**src/rtl/fifo_pkg.sv**
```systemverilog
// Shared types and default sizing for the synchronous FIFO and its controller.
package fifo_pkg;

    // Accepted operation for one cycle, encoded as {push, pop}
    typedef enum logic [1:0] {
        OP_NONE = 2'b00,
        OP_POP  = 2'b01,
        OP_PUSH = 2'b10,
        OP_BOTH = 2'b11
    } fifo_op_e;

    // Default geometry shared with the FIFO top level
    localparam int DEFAULT_ADDR_BITS = 3;
    localparam int DEFAULT_DEPTH     = 1 << DEFAULT_ADDR_BITS;
    localparam int DEFAULT_AF_TH     = 6;
    localparam int DEFAULT_AE_TH     = 2;

endpackage : fifo_pkg

```
**src/rtl/fifo_ctrl.sv**
```systemverilog
// Pointer and flag controller for the synchronous FIFO. Drives the storage
// write enable and addresses, and reports occupancy, full/empty, almost
// flags and sticky overflow/underflow errors.
module fifo_ctrl
    import fifo_pkg::*;
#(
    parameter int AddrBits      = DEFAULT_ADDR_BITS,
    parameter int AlmostFullTh  = DEFAULT_AF_TH,
    parameter int AlmostEmptyTh = DEFAULT_AE_TH
) (
    input  logic                clk_i,
    input  logic                rst_i,
    input  logic                wr_i,
    input  logic                rd_i,
    input  logic                clr_err_i,
    output logic                wr_en_o,
    output logic [AddrBits-1:0] w_addr_o,
    output logic [AddrBits-1:0] r_addr_o,
    output logic                full_o,
    output logic                empty_o,
    output logic                almost_full_o,
    output logic                almost_empty_o,
    output logic [AddrBits:0]   count_o,
    output logic                overflow_o,
    output logic                underflow_o
);

    localparam logic [AddrBits:0]   DEPTH   = {1'b1, {AddrBits{1'b0}}};
    localparam logic [AddrBits:0]   AF_TH   = (AddrBits+1)'(AlmostFullTh);
    localparam logic [AddrBits:0]   AE_TH   = (AddrBits+1)'(AlmostEmptyTh);
    localparam logic [AddrBits:0]   CNT_ONE = (AddrBits+1)'(1);
    localparam logic [AddrBits-1:0] PTR_ONE = AddrBits'(1);

    // Thresholds must leave a gap so the almost flags never overlap
    if (AlmostEmptyTh >= AlmostFullTh) begin : g_bad_thresholds
        $error("fifo_ctrl: AlmostEmptyTh must be less than AlmostFullTh");
    end

    logic [AddrBits-1:0] r_waddr;
    logic [AddrBits-1:0] r_raddr;
    logic [AddrBits:0]   r_count;
    logic                r_full;
    logic                r_empty;
    logic                r_afull;
    logic                r_aempty;
    logic                r_overflow;
    logic                r_underflow;

    logic                w_push_ok;
    logic                w_pop_ok;
    fifo_op_e            w_op;
    logic [AddrBits:0]   w_count_nxt;

    // A full FIFO still takes a push when a pop frees the head in the same
    // cycle: storage reads are combinational, so the old word leaves before
    // the edge overwrites that address.
    assign w_push_ok = wr_i && (!r_full || rd_i);
    assign w_pop_ok  = rd_i && !r_empty;
    assign w_op      = fifo_op_e'({w_push_ok, w_pop_ok});

    // Next occupancy from the accepted operation
    always_comb begin
        // NOTE: default first so every path assigns w_count_nxt; otherwise a latch is inferred.
        w_count_nxt = r_count;
        unique case (w_op)
            OP_PUSH: w_count_nxt = r_count + CNT_ONE;
            OP_POP:  w_count_nxt = r_count - CNT_ONE;
            default: w_count_nxt = r_count;
        endcase
    end

    // Pointers, count and flags; flags come from the next-state count
    always_ff @(posedge clk_i) begin
        if (rst_i) begin
            r_waddr  <= '0;
            r_raddr  <= '0;
            r_count  <= '0;
            r_full   <= 1'b0;
            r_empty  <= 1'b1;
            r_afull  <= 1'b0;
            r_aempty <= 1'b1;
        end else begin
            // NOTE: non-blocking so every register samples the pre-edge values.
            if (w_push_ok) r_waddr <= r_waddr + PTR_ONE;
            if (w_pop_ok)  r_raddr <= r_raddr + PTR_ONE;
            r_count  <= w_count_nxt;
            r_full   <= (w_count_nxt == DEPTH);
            r_empty  <= (w_count_nxt == '0);
            r_afull  <= (w_count_nxt >= AF_TH);
            r_aempty <= (w_count_nxt <= AE_TH);
        end
    end

    // Sticky error flags; a new error wins over a same-cycle clear
    always_ff @(posedge clk_i) begin
        if (rst_i) begin
            r_overflow  <= 1'b0;
            r_underflow <= 1'b0;
        end else begin
            r_overflow  <= (wr_i && !w_push_ok) || (r_overflow  && !clr_err_i);
            r_underflow <= (rd_i && !w_pop_ok)  || (r_underflow && !clr_err_i);
        end
    end

    assign wr_en_o        = w_push_ok;
    assign w_addr_o       = r_waddr;
    assign r_addr_o       = r_raddr;
    assign count_o        = r_count;
    assign full_o         = r_full;
    assign empty_o        = r_empty;
    assign almost_full_o  = r_afull;
    assign almost_empty_o = r_aempty;
    assign overflow_o     = r_overflow;
    assign underflow_o    = r_underflow;

endmodule : fifo_ctrl

```
**config.mk**
```make
export PLATFORM = sky130hd
export DESIGN_NAME = fifo_ctrl
export DESIGN_NICKNAME = d
export VERILOG_FILES = /design/src/rtl/fifo_pkg.sv /design/src/rtl/fifo_ctrl.sv
export SDC_FILE = /design/constraint.sdc
export NUM_CORES = 1
export LEC_CHECK = 0
export ABC_AREA = 1
export CAP_MARGIN = 20
export CORE_MARGIN = 2
export CORE_UTILIZATION = 32
export CTS_CLUSTER_SIZE = 8
export DETAILED_ROUTE_END_ITERATION = 10
export GPL_ROUTABILITY_DRIVEN = 0
export PLACE_DENSITY_LB_ADDON = 0.3
export RECOVER_POWER = 50
export SLEW_MARGIN = 10
export SYNTH_ARGS = -nofsm -noshare
export SYNTH_HDL_FRONTEND = slang
export SYNTH_SLANG_ARGS = --single-unit
```
**constraint.sdc**
```tcl
create_clock -name clk_i -period 5.6 [get_ports clk_i]
set_input_delay 1.68 -clock clk_i [delete_from_list [all_inputs] [get_ports clk_i]]
set_output_delay 1.68 -clock clk_i [all_outputs]
set_load 0.03 [all_outputs]
```
==> impl_metrics.ini <==
[worst_hold_path]
min_path_type = flip-flop to flip-flop

[clock_tree]
ctsHoldBuffers = 0
clk_path_buf_depth = 2
htree_levels = 1
insertion_delay_ns = 0.28
cts_buffers = 3
root_buffer = clkbuf_4
cts_resized = 0
clock-sinks = 16
clkTransAtPathRegs_ns = 0.08
postCtsSetupBuffers = 0
cts_tree = done

[die]
core_sq_um = 2230
die-width_um = 53.0
ioPinCount = 22
fp.dieArea_sq_um = 2810
rows = 17
start_util = 0.345
die_h_um = 53.0

[critical_path]
startpoint_type = input pin
path_class = input pin to primary output
crit_path_max_incr_delay_ns = 0.69
slowest_stage = clkdlybuf4s50_1
crit_chain = dlygate4sd3_1 -> inv_1 -> nand2_1 -> nand2_1 -> inv_1 -> clkdlybuf4s50_1
crit_required_ns = 3.92
r2r_slack_ns = 3.66
crit_arrival_ns = 3.35
path_max_fanout = 6
end_kind = primary output

[detailed_routing]
initialDrtViolationCount = 9
vias = 699
routed_wl_um = 1520
routedWlPerCell_um = 9.70
first_pass_iters = 4
viasPerCell = 4.45
ant_nets = 0
drc = 0

[sta]
whs_ns = 0.463
slew_viol_final = 0
clock_skew_ns = 0.00285
finalSetupTns_ns = 0
rsz0062_at_grt = false
min_period_ns = 5.03
finalWorstSetupSlack_ns = 0.570
worstMarginPinSlew_ns = 0.367
fmax_mhz = 199
period_share = 0.898
finalHoldViolations = 0
relSlewSlack = 0.753
final-setup-viol-count = 0

[synth]
synth_cells = 105
synth_top_area_frac = 0.416
ys_seq_area_frac = 0.416
synth.area.top_cells = dfxtp_1, nand2_1, inv_1
synthTopCellsByCount = nand2_1, inv_1, dfxtp_1
yosysUniqueCellTypes = 16
yosys_warnings = 0
synth_nets = 114
synth-async-reset-ratio = 0
syn_area_sq_um = 769
synthesis.area_per_instance_sq_um = 7.33
ys_ff_latch = 16
synth_edf_count = 0
synth_top_cell_by_area = dfxtp_1
ys.flop_type = dfxtp_1
yosysMostFrequentCell = nand2_1

[placed_design]
place_area_sq_um = 1010
hpwl_um = 1240
port-buffer-count = 21
pre_cts_ws_ns = 0.618

[run]
cap_violations = 0

[cells_and_area]
area_growth_pct = 34.5
nNetsFinal = 140
fin_util = 0.463
final_cell_area_sq_um = 1030
drive_above_1_share = 0.116
n_antenna_cell = 0
fillCellCount = 237

[power_and_ir_drop]
static-leakage-power_nw = 0.500
ir_worst_vdd_uv = 203
power_density_nw_per_um2 = 412

[global_route]
track_usage = 0.135
grt_antenna_before_repair = 0
grt-ovfl-total = 0
grt_max_degree = 9
grt_pass1_wl_um = 2700
grt_pass1_vias = 676

[run_status]
status = finished clean
==> state kept, by name (all words and copies together), names as in the netlist <==
signal          cells
full_o              1
count_o             4
almost_full_o       1
r_addr_o            3
w_addr_o            3
almost_empty_o      1
empty_o             1
overflow_o          1
underflow_o         1
==> logic make-up (layout without fill, tap and decap cells) <==
group                      count (synthesis)  after routing  synth area share
xor gates and xnor gates                   2              2            0.0228
buffers and inverters                     21             45             0.104
DFF                                       16             16             0.416
AOI/OAI and AO/OA                         11             11            0.0715
adders and majority gates                  4              4            0.0650
and+or+nand+nor                           51             51             0.320
==> layout make-up <==
class	count	area, sq um	area share
clock buffer	3	22.5	0.0218
inverter	21	80.1	0.0774
multi-input combinational	68	367	0.354
sequential	16	320	0.310
tap	28	35.0	0.0339
timing repair buffer	21	210	0.203
==> metal layers <==
layer  wire length [um]  vias up  global-route usage
met2                695       19               0.210
li1                   -      378                   -
met3                 81        5              0.0508
met1                717      297               0.162
met5                  0        -                   0
met4                 29        0              0.0641
==> per-stage QoR <==
step	total power, mW	std cells
floorplan	0.305	105
global placement	0.373	154
detailed placement	0.376	154
CTS	0.437	157
global route	0.464	157
finish	0.426	157
==> where the power goes <==
group	total [mW]	switching (mW)	internal, mW	leakage (nW)
Sequential	0.156	0.0181	0.138	0.131
Combinational	0.211	0.132	0.0788	0.354
Clock	0.0588	0.0338	0.0250	0.0138
==> path summary, 6_finish.rpt <==
check                                         startpoint                        end  cells after the start
worst max register to register        empty_o$_SDFF_PP1_  almost_empty_o$_SDFF_PP1_                      9
worst min register to register  r_addr_o[2]$_SDFFE_PP0P_   r_addr_o[2]$_SDFFE_PP0P_                      2
worst min-delay path            r_addr_o[2]$_SDFFE_PP0P_   r_addr_o[2]$_SDFFE_PP0P_                      2
worst max-delay path                                rd_i                    wr_en_o                      6
==> cell usage in the layout, fill, tap and decap left out, types with 5 or more instances in the layout <==
cell type	count
a21oi_1	6
nand2_1	22
inv_1	17
dfxtp_1	16
nor2_1	10
nand3_1	9
clkdlybuf4s50_1	12
o21ai_0	5
dlygate4sd3_1	9
==> worst max-delay path: cells and delay by family <==
kind	cells	cell delay (ns)
AND/OR/NAND/NOR	2	0.14
buffers and inverters	4	1.53
(Power assumes the default switching activity.)
